$ cat src/rtl/instr_ram_port_arb_pkg.sv
// rtl/instr_ram_port_arb_pkg.sv - shared MCU configuration: response owner encoding and arbiter defaults
//
// Contents:
//   owner_e            - which port owns the read response in the next cycle
//   STARVE_MAX_DEFAULT - default refusal budget for the external port
//   owner_from_grant   - maps the one-hot grant pair onto owner_e
package RISCV_MCU_CONFIG;

  typedef enum logic [1:0] {
    OWN_NONE = 2'd0,
    OWN_CORE = 2'd1,
    OWN_EXT  = 2'd2
  } owner_e;

  localparam int STARVE_MAX_DEFAULT = 4;

  // Grants are mutually exclusive, so the order of the tests does not matter.
  function automatic owner_e owner_from_grant(input logic core_gnt, input logic ext_gnt);
    if (core_gnt) return OWN_CORE;
    if (ext_gnt)  return OWN_EXT;
    return OWN_NONE;
  endfunction

endpackage

$ cat src/rtl/instr_ram_port_arb_if.sv
// rtl/instr_ram_port_arb_if.sv - core fetch, external load/debug and RAM wrapper bus bundle
//
// Signals:
//   core_*  - core fetch port (read-only): req/addr in, gnt/rvalid/rdata out
//   ext_*   - external port (read/write): req/we/be/addr/wdata in, gnt/rvalid/rdata out
//   mem_*   - single-port instr_ram_wrap request, mem_rdata_i one cycle after mem_en_o
// Modports:
//   slave   - the arbiter
//   master  - requesters plus RAM wrapper (environment side)
interface instr_ram_port_arb_if #(
  parameter int ADDR_WIDTH = 16,
  parameter int DATA_WIDTH = 32
);

  logic                    core_req_i;
  logic [ADDR_WIDTH-1:0]   core_addr_i;
  logic                    core_gnt_o;
  logic                    core_rvalid_o;
  logic [DATA_WIDTH-1:0]   core_rdata_o;

  logic                    ext_req_i;
  logic                    ext_we_i;
  logic [DATA_WIDTH/8-1:0] ext_be_i;
  logic [ADDR_WIDTH-1:0]   ext_addr_i;
  logic [DATA_WIDTH-1:0]   ext_wdata_i;
  logic                    ext_gnt_o;
  logic                    ext_rvalid_o;
  logic [DATA_WIDTH-1:0]   ext_rdata_o;

  logic                    mem_en_o;
  logic [ADDR_WIDTH-1:0]   mem_addr_o;
  logic [DATA_WIDTH-1:0]   mem_wdata_o;
  logic                    mem_we_o;
  logic [DATA_WIDTH/8-1:0] mem_be_o;
  logic [DATA_WIDTH-1:0]   mem_rdata_i;

  modport slave (
    input  core_req_i, core_addr_i,
    output core_gnt_o, core_rvalid_o, core_rdata_o,
    input  ext_req_i, ext_we_i, ext_be_i, ext_addr_i, ext_wdata_i,
    output ext_gnt_o, ext_rvalid_o, ext_rdata_o,
    output mem_en_o, mem_addr_o, mem_wdata_o, mem_we_o, mem_be_o,
    input  mem_rdata_i
  );

  modport master (
    output core_req_i, core_addr_i,
    input  core_gnt_o, core_rvalid_o, core_rdata_o,
    output ext_req_i, ext_we_i, ext_be_i, ext_addr_i, ext_wdata_i,
    input  ext_gnt_o, ext_rvalid_o, ext_rdata_o,
    input  mem_en_o, mem_addr_o, mem_wdata_o, mem_we_o, mem_be_o,
    output mem_rdata_i
  );

endinterface

$ cat src/rtl/instr_ram_port_arb_starve_counter.sv
// rtl/instr_ram_port_arb_starve_counter.sv - saturating up-counter with synchronous clear
//
// Ports:
//   clk, rst_n - clock, asynchronous active-low reset
//   inc        - count up by one, holding at MAX
//   clr        - return to zero (wins over inc)
//   count_o    - current count
//   sat_o      - count_o == MAX
module starve_counter #(
  parameter int MAX = 4,
  parameter int CW  = $clog2(MAX + 1)
) (
  input  logic          clk,
  input  logic          rst_n,
  input  logic          inc,
  input  logic          clr,
  output logic [CW-1:0] count_o,
  output logic          sat_o
);

  logic [CW-1:0] count_q;

  assign sat_o   = (count_q == CW'(MAX));
  assign count_o = count_q;

  always_ff @(posedge clk or negedge rst_n) begin
    if (!rst_n) begin
      count_q <= '0;
    end else if (clr) begin
      count_q <= '0;
    end else if (inc && !sat_o) begin
      count_q <= count_q + CW'(1);
    end
  end

endmodule

$ cat src/rtl/instr_ram_port_arb.sv
// rtl/instr_ram_port_arb.sv - core/external arbiter in front of the single-port instruction RAM
//
// Ports:
//   clk, rst_n - clock, asynchronous active-low reset
//   bus        - instr_ram_port_arb_if.slave: core fetch port, external
//                load/debug port and instr_ram_wrap request/response
// Core fetch wins unless the external port has already been refused
// STARVE_MAX cycles in a row. Read data returns one cycle after the grant
// and is steered to whichever port owned that grant.
module instr_ram_port_arb
  import RISCV_MCU_CONFIG::*;
#(
  parameter int ADDR_WIDTH = 16,
  parameter int DATA_WIDTH = 32,
  parameter int STARVE_MAX = STARVE_MAX_DEFAULT
) (
  input  logic                 clk,
  input  logic                 rst_n,
  instr_ram_port_arb_if.slave  bus
);

  localparam int BE_WIDTH = DATA_WIDTH / 8;
  localparam int CW       = $clog2(STARVE_MAX + 1);

  logic          core_gnt;
  logic          ext_gnt;
  logic          starve_sat;
  logic [CW-1:0] starve_q;
  owner_e        owner_q;
  logic          ext_wr_q;   // external response belongs to a write: data is zero

  // ---------------------------------------------------------------------------
  // Grant
  // ---------------------------------------------------------------------------
  assign ext_gnt  = bus.ext_req_i & (~bus.core_req_i | starve_sat);
  assign core_gnt = bus.core_req_i & ~ext_gnt;

  assign bus.core_gnt_o = core_gnt;
  assign bus.ext_gnt_o  = ext_gnt;

  // Clearing on a low request means a dropped request starts a fresh budget.
  starve_counter #(
    .MAX (STARVE_MAX),
    .CW  (CW)
  ) u_starve (
    .clk     (clk),
    .rst_n   (rst_n),
    .inc     (bus.ext_req_i & ~ext_gnt),
    .clr     (ext_gnt | ~bus.ext_req_i),
    .count_o (starve_q),
    .sat_o   (starve_sat)
  );

  // ---------------------------------------------------------------------------
  // Memory request mux
  // ---------------------------------------------------------------------------
  always_comb begin
    bus.mem_en_o    = core_gnt | ext_gnt;
    bus.mem_addr_o  = '0;
    bus.mem_wdata_o = '0;
    bus.mem_we_o    = 1'b0;
    bus.mem_be_o    = '0;
    if (ext_gnt) begin
      bus.mem_addr_o  = bus.ext_addr_i;
      bus.mem_wdata_o = bus.ext_wdata_i;
      // Boot-ROM region: the access is granted and acknowledged, never written.
      bus.mem_we_o    = bus.ext_we_i & ~bus.ext_addr_i[ADDR_WIDTH-1];
      bus.mem_be_o    = bus.ext_be_i;
    end else if (core_gnt) begin
      bus.mem_addr_o  = bus.core_addr_i;
      bus.mem_be_o    = {BE_WIDTH{1'b1}};
    end
  end

  // ---------------------------------------------------------------------------
  // Response ownership
  // ---------------------------------------------------------------------------
  always_ff @(posedge clk or negedge rst_n) begin
    if (!rst_n) begin
      owner_q  <= OWN_NONE;
      ext_wr_q <= 1'b0;
    end else begin
      owner_q  <= owner_from_grant(core_gnt, ext_gnt);
      ext_wr_q <= ext_gnt & bus.ext_we_i;
    end
  end

  assign bus.core_rvalid_o = (owner_q == OWN_CORE);
  assign bus.ext_rvalid_o  = (owner_q == OWN_EXT);

  assign bus.core_rdata_o = bus.core_rvalid_o ? bus.mem_rdata_i : '0;
  assign bus.ext_rdata_o  = (bus.ext_rvalid_o && !ext_wr_q) ? bus.mem_rdata_i : '0;

endmodule

$ cat src/flat_wrapper.sv
// flat-port wrapper written by rule: the top's interface ports become plain ports
module instr_ram_port_arb_flat import RISCV_MCU_CONFIG::*;
#(
  parameter int ADDR_WIDTH = 16,
  parameter int DATA_WIDTH = 32,
  parameter int STARVE_MAX = STARVE_MAX_DEFAULT
)
  (clk, rst_n, bus_core_req_i, bus_core_addr_i, bus_core_gnt_o, bus_core_rvalid_o, bus_core_rdata_o, bus_ext_req_i, bus_ext_we_i, bus_ext_be_i, bus_ext_addr_i, bus_ext_wdata_i, bus_ext_gnt_o, bus_ext_rvalid_o, bus_ext_rdata_o, bus_mem_en_o, bus_mem_addr_o, bus_mem_wdata_o, bus_mem_we_o, bus_mem_be_o, bus_mem_rdata_i);
  instr_ram_port_arb_if #(.ADDR_WIDTH(ADDR_WIDTH), .DATA_WIDTH(DATA_WIDTH)) bus_i ();
  input  logic clk;
  input  logic rst_n;
  input wire logic [$bits(bus_i.core_req_i)-1:0] bus_core_req_i;
  input wire logic [$bits(bus_i.core_addr_i)-1:0] bus_core_addr_i;
  output wire logic [$bits(bus_i.core_gnt_o)-1:0] bus_core_gnt_o;
  output wire logic [$bits(bus_i.core_rvalid_o)-1:0] bus_core_rvalid_o;
  output wire logic [$bits(bus_i.core_rdata_o)-1:0] bus_core_rdata_o;
  input wire logic [$bits(bus_i.ext_req_i)-1:0] bus_ext_req_i;
  input wire logic [$bits(bus_i.ext_we_i)-1:0] bus_ext_we_i;
  input wire logic [$bits(bus_i.ext_be_i)-1:0] bus_ext_be_i;
  input wire logic [$bits(bus_i.ext_addr_i)-1:0] bus_ext_addr_i;
  input wire logic [$bits(bus_i.ext_wdata_i)-1:0] bus_ext_wdata_i;
  output wire logic [$bits(bus_i.ext_gnt_o)-1:0] bus_ext_gnt_o;
  output wire logic [$bits(bus_i.ext_rvalid_o)-1:0] bus_ext_rvalid_o;
  output wire logic [$bits(bus_i.ext_rdata_o)-1:0] bus_ext_rdata_o;
  output wire logic [$bits(bus_i.mem_en_o)-1:0] bus_mem_en_o;
  output wire logic [$bits(bus_i.mem_addr_o)-1:0] bus_mem_addr_o;
  output wire logic [$bits(bus_i.mem_wdata_o)-1:0] bus_mem_wdata_o;
  output wire logic [$bits(bus_i.mem_we_o)-1:0] bus_mem_we_o;
  output wire logic [$bits(bus_i.mem_be_o)-1:0] bus_mem_be_o;
  input wire logic [$bits(bus_i.mem_rdata_i)-1:0] bus_mem_rdata_i;
  assign bus_i.core_req_i = bus_core_req_i;
  assign bus_i.core_addr_i = bus_core_addr_i;
  assign bus_core_gnt_o = bus_i.core_gnt_o;
  assign bus_core_rvalid_o = bus_i.core_rvalid_o;
  assign bus_core_rdata_o = bus_i.core_rdata_o;
  assign bus_i.ext_req_i = bus_ext_req_i;
  assign bus_i.ext_we_i = bus_ext_we_i;
  assign bus_i.ext_be_i = bus_ext_be_i;
  assign bus_i.ext_addr_i = bus_ext_addr_i;
  assign bus_i.ext_wdata_i = bus_ext_wdata_i;
  assign bus_ext_gnt_o = bus_i.ext_gnt_o;
  assign bus_ext_rvalid_o = bus_i.ext_rvalid_o;
  assign bus_ext_rdata_o = bus_i.ext_rdata_o;
  assign bus_mem_en_o = bus_i.mem_en_o;
  assign bus_mem_addr_o = bus_i.mem_addr_o;
  assign bus_mem_wdata_o = bus_i.mem_wdata_o;
  assign bus_mem_we_o = bus_i.mem_we_o;
  assign bus_mem_be_o = bus_i.mem_be_o;
  assign bus_i.mem_rdata_i = bus_mem_rdata_i;
  instr_ram_port_arb #(.ADDR_WIDTH(ADDR_WIDTH), .DATA_WIDTH(DATA_WIDTH), .STARVE_MAX(STARVE_MAX)) u_core (.clk(clk), .rst_n(rst_n), .bus(bus_i));
endmodule
$ cat config.mk
export PLATFORM = sky130hd
export DESIGN_NAME = instr_ram_port_arb_flat
export DESIGN_NICKNAME = d
export VERILOG_FILES = /design/src/rtl/instr_ram_port_arb_pkg.sv /design/src/rtl/instr_ram_port_arb_if.sv /design/src/rtl/instr_ram_port_arb_starve_counter.sv /design/src/rtl/instr_ram_port_arb.sv /design/src/flat_wrapper.sv
export SDC_FILE = /design/constraint.sdc
export NUM_CORES = 1
export LEC_CHECK = 0
export BUFFER_PORTS_ARGS = -buffer_cell sky130_fd_sc_hd__buf_2
export CORE_AREA = 2 2 88 90
export DETAILED_ROUTE_END_ITERATION = 16
export DIE_AREA = 0 0 90 92
export HOLD_SLACK_MARGIN = 0.05
export PLACE_DENSITY_LB_ADDON = 0.05
export SLEW_MARGIN = 10
export SYNTH_ARGS = -nofsm -noshare
export SYNTH_HDL_FRONTEND = slang
export SYNTH_SLANG_ARGS = --single-unit
$ cat constraint.sdc
create_clock -name clk -period 2.47 [get_ports clk]
set_input_delay 0 -clock clk [delete_from_list [all_inputs] [get_ports clk]]
set_output_delay 0 -clock clk [all_outputs]
set_load 0.1 [all_outputs]
After elaboration in Yosys (flattened, before gate mapping)
Cells that the tools add are included.

Output and inout port bits: 122. Register bits after elaboration: 6. Input bits: 105. Word-level logic and storage cells: 41.

$add $sub $neg: 1. Equal/unequal tests: 3. Reductions and logical operators: 5. Bitwise gates (word level): 12. Mux-type cells: 17.

Operators by type and width (count): $mux 32 (3); $mux 16 (2); $mux 2 (4); $mux 4 (2); $mux 3 (2); $and 1x1->1 (5); $mux 1 (4); $not 1->1 (4); $add 3x1->3 const B (1); $eq 3x3->1 const B (1); $or 1x1->1 (3); $eq 2x1->1 const B (1); $eq 2x2->1 const B (1); $logic_and 1x1->1 (2); $logic_not 1->1 (2); $reduce_bool 2->1 (1).

Depth between registers and ports, before layout
Depth in word-level cells: 9. Gate-level depth with buffers: 5. Mapped depth without buffers: 4.

Modules after synthesis
A second synthesis with hierarchy kept.

Cells, all modules: 170. Area, all modules: 1308.8 sq um.

By module, submodules not included: instr_ram_port_arb (instances 1, seq. area each 75.1 sq um, area an instance 1111.1 sq um, cells each 152); starve_counter (instances 1, seq. area each 75.1 sq um, area an instance 197.7 sq um, cells each 18).

Worst setup path before layout
No wires, ideal clock.

Path kind: register to output. Start point: register u_core.u_starve.count_q[0] (netlist: u_core.u_starve.count_o[0]). End point: output bus_mem_be_o[0]. Path slack: -0.670 ns. Data arrival time: 3.140 ns. Data required time: 2.470 ns. Stages on the path, launching flop included: 6. Path buffers: 1. Cells stage by stage: dfrtp_1 > inv_1 > ha_1 > and3_1 > buf_4 > o21ai_0.

Cells in the longest elaborated chain, start to end: 7.

Ends and longest elaborated chain: start: declaration (RTL line instr_ram_port_arb_starve_counter.sv:21) `logic [CW-1:0] count_q;`; start signal: assignment (RTL line instr_ram_port_arb_starve_counter.sv:32) `count_q <= count_q + CW'(1);`; $eq 3x3->1 * (RTL line instr_ram_port_arb_starve_counter.sv:23) `assign sat_o = (count_q == CW'(MAX));`; $or 1x1->1 * (RTL line instr_ram_port_arb.sv:35) `assign ext_gnt = bus.ext_req_i & (~bus.core_req_i | starve_sat);`; $and 1x1->1 * (RTL line instr_ram_port_arb.sv:35); $not 1->1 (RTL line instr_ram_port_arb.sv:36) `assign core_gnt = bus.core_req_i & ~ext_gnt;`; $and 1x1->1 (RTL line instr_ram_port_arb.sv:36); $mux 4 (RTL line instr_ram_port_arb.sv:69) `end else if (core_gnt) begin`; $mux 4 * (RTL line instr_ram_port_arb.sv:63) `if (ext_gnt) begin`; end: declaration (RTL line flat_wrapper.sv:29) `output wire logic [$bits(bus_i.mem_be_o)-1:0] bus_mem_be_o;`.

Every way passes the cells marked *; elsewhere a longest branch is shown, timed or not.

Worst setup path after layout
Start point: register u_core.u_starve.count_q[0] (netlist: u_core.u_starve.count_o[0]). End point: output bus_mem_addr_o[11].

Cells in the longest elaborated chain, start to end: 7.

Ends and longest elaborated chain: $eq 3x3->1 * (RTL line instr_ram_port_arb_starve_counter.sv:23); $or 1x1->1 * (RTL line instr_ram_port_arb.sv:35); $and 1x1->1 * (RTL line instr_ram_port_arb.sv:35); $not 1->1 (RTL line instr_ram_port_arb.sv:36); $and 1x1->1 (RTL line instr_ram_port_arb.sv:36); $mux 16 (RTL line instr_ram_port_arb.sv:69); $mux 16 * (RTL line instr_ram_port_arb.sv:63); end: declaration (RTL line flat_wrapper.sv:26) `output wire logic [$bits(bus_i.mem_addr_o)-1:0] bus_mem_addr_o;`.

Marks and branches as above.

==> results.json <==
{
  "clock_h_tree_levels": 1,
  "period_needed_ps": 2010,
  "layout-drive-gt1-share_pct": 61.2,
  "via_count": 2108,
  "rsz0062_at_grt": "false",
  "clkLatencyLatePin_ps": 220,
  "r2r_start": "u_core.u_starve.count_o[0]",
  "hold-worst-slack_ps": 71.4,
  "final_nets": 524,
  "power_density_nw_per_um2": 472,
  "tritoncts_clock_tree": "yes",
  "ioPinCount": 227,
  "clock_slew_at_the_register_clock_pins_of_the_worst_setup_and_hold_paths_ps": 40,
  "worst_setup_path_end_kind": "output port",
  "skew_ps": 5.34,
  "post_route_cell_area_um2": 2600,
  "global_route_wire_length_before_repair_mm": 8.73,
  "max_freq_mhz": 498,
  "dr_wl_met3_um": 603,
  "first_global_vias": 1828,
  "critPathMaxStageDelay_ps": 450,
  "grt_util_all_layers_pct": 12.9,
  "dp_hpwl_mm": 4.78,
  "transition_time_at_the_pin_with_the_least_slew_margin_ps": 636,
  "met2_length_mm": 2.99,
  "clock_sink_count": 6,
  "gr-total-overflow": 0,
  "synth_area_um2": 1320,
  "die_width_um": 90,
  "synth_async_sr_flop_share_pct": 100,
  "synthMostInstantiatedCell": "and2_1",
  "post_synth.cell_area_avg_um2": 6.50,
  "critical_path.top_delay_family": "buffers and inverters",
  "detail_route.iter0.violations": 38,
  "worst-endpoint-required_ps": 2470,
  "timing.final.max_slew_violations": 0,
  "placement.setup.worst_slack_ps": 388,
  "die-area_um2": 8280,
  "critical_path.cell_chain": "inv_1 -> ha_1 -> and3_2 -> o22ai_1 -> buf_2",
  "core_um2": 7450,
  "synth-edff-count": 0,
  "finalSetupViolCount": 0,
  "grt_start_max_net_pins": 59,
  "vias_per_cell": 4.08,
  "ys_dominant_reg_cell": "dfrtp_1",
  "hold_path_depth": 3,
  "synth_sequential_area_ratio_pct": 11.4,
  "setup_ws_ps": 462,
  "post_place_cell_area_um2": 2550,
  "synth-warning-count": 0,
  "holdCritPathClass": "input pin to flip-flop",
  "critPathLaunch": "u_core.u_starve.count_o[0]",
  "route.detailed.drc": 0,
  "ys_seq_elements": 6,
  "status": "completed",
  "areaGrowthSynthToFinish_pct": 96.9,
  "numPortBuffers": 226,
  "rrSetupSlack_ps": 920,
  "crit_path_max_fanout": 21,
  "instances_no_fill": 517,
  "relSlewSlack_pct": 57.5,
  "antenna_cells_inserted": 0,
  "detail-route-antenna-nets": 0,
  "utilization_pct": 34.9,
  "syn_nets": 310,
  "topRoutingLayerUsed": "met4",
  "peakVddDrop_uv": 153,
  "worstRegToRegCells": 4,
  "critical_path.n_buffers_inverters": 2,
  "timing.final.crit_share_pct": 81.3,
  "synth_cell_type_count": 26,
  "synthTopCellsByArea": "and2_1, and3_1, dfrtp_1, nand2_1, o22ai_1",
  "inserted_clock_buffers": 3,
  "max_cap_check_violation_count": 0,
  "clk_root_buffer_cell": "clkbuf_8",
  "rows": 32,
  "library_cell_occupying_the_most_area_in_the_post_synthesis_netlist": "and2_1",
  "capturing_point_of_the_worst_reg2reg_path": "u_core.ext_wr_q",
  "detail_route.wirelength_mm": 5.89,
  "detailedRoute.firstPassIterationCount": 4,
  "power.leakage_nw": 1.72,
  "detail_route.wirelength.met1_mm": 2.21,
  "postSynthCellCount": 203,
  "finalWeightedCongestion": 0.797,
  "synth.cells.most_frequent": "and2_1, nand2_1, and3_1",
  "die-height_um": 92,
  "floorplan.initialDensity_pct": 17.7,
  "report.final.hold_viol_count": 0,
  "routedWlPerCell_um": 11.4,
  "cts_buffer_depth": 2,
  "holdCritStartpoint": "bus_ext_we_i",
  "placedCellCount": 513,
  "min_delay_worst_endpoint": "u_core.ext_wr_q",
  "post-synth-top-area-fraction_pct": 28.4,
  "grt_antenna_before_repair": 0,
  "crit_slowest_cell": "buf_2",
  "timing_worst_setup_path_type": "flip-flop to output port",
  "timing.critical_path.from_type": "flip-flop",
  "arrival_time_of_data_at_the_critical_path_endpoint_ps": 2010
}
-- state kept, by name, summed over array words and instances, names as in the netlist --
signal	count
u_core.ext_wr_q	1
u_core.owner_q	2
u_core.u_starve.count_o	3
-- cell usage in the layout, fill, tap and decap left out, drive strengths merged --
master / instances
buf: 228
and2: 66
nand2: 39
and3: 33
o22ai: 16
dfrtp: 6
o21ai: 4
inv: 3
clkbuf: 3
nor2: 2
ha: 2
and2b: 2
nor3b: 2
a21bo: 1
a21boi: 1
or2: 1
nor3: 1
and4: 1
or3b: 1
nand2b: 1
a21oi: 1
dlygate4sd3: 1
-- worst register-to-register path, stage by stage (launching register included) --
cell and delay (ps):
dfrtp_1 360, inv_1 50, ha_1 280, a21boi_4 560
nor2_1 150
-- metal layers --
metal	vias up	track usage, %
met2	134	24.1
met1	876	14.1
li1	1092	-
met5	-	0
met4	0	4.62
met3	6	3.12
-- power breakdown --
group          switching [W]  internal [W]
Combinational       0.000796      0.000180
Sequential        0.00000291      0.000103
Clock              0.0000407      0.000105
Total               0.000840      0.000387
-- per-stage QoR --
step,setup TNS (ps),power (W)
finish,0,0.00123
global route,0,0.00127
CTS,0,0.00124
detailed placement,0,0.00109
global placement,0,0.00109
floorplan,-2950,0.000912
-- how the worst max path moves through the flow --
stage,end,slack (ps),cells after the start
after global routing,bus_mem_addr_o[15],340,5
after detailed placement,bus_mem_addr_o[11],390,5
final,bus_mem_addr_o[11],460,5
after CTS,bus_mem_addr_o[11],150,5
after global placement,bus_mem_addr_o[15],440,5
after floorplan,bus_mem_be_o[0],-670,5
-- cell type report --
| type | instances | area (um^2) |
|---|---|---|
| Tap cell | 102 | 128 |
| Multi-Input combinational cell | 174 | 1110 |
| Fill cell | 827 | 4850 |
| Sequential cell | 6 | 150 |
| Clock buffer | 3 | 41.3 |
| Timing Repair Buffer | 229 | 1160 |
| Inverter | 3 | 11.3 |
-- cell families after synthesis --
group,after synthesis,share of synthesized area [%]
compound gates,23,12.1
fa+ha+maj,2,1.90
flops,6,11.4
buf+inv,23,9.57
simple gates,149,65.0
-- what timing repair did --
action,4_1_cts,5_1_grt
hold endpoints to repair,6,0
buffers inserted,0,0
resized for setup,0,1
endpoints found under the setup margin,0,1
hold buffers,1,0
Power figures use the tool's default switching activity.
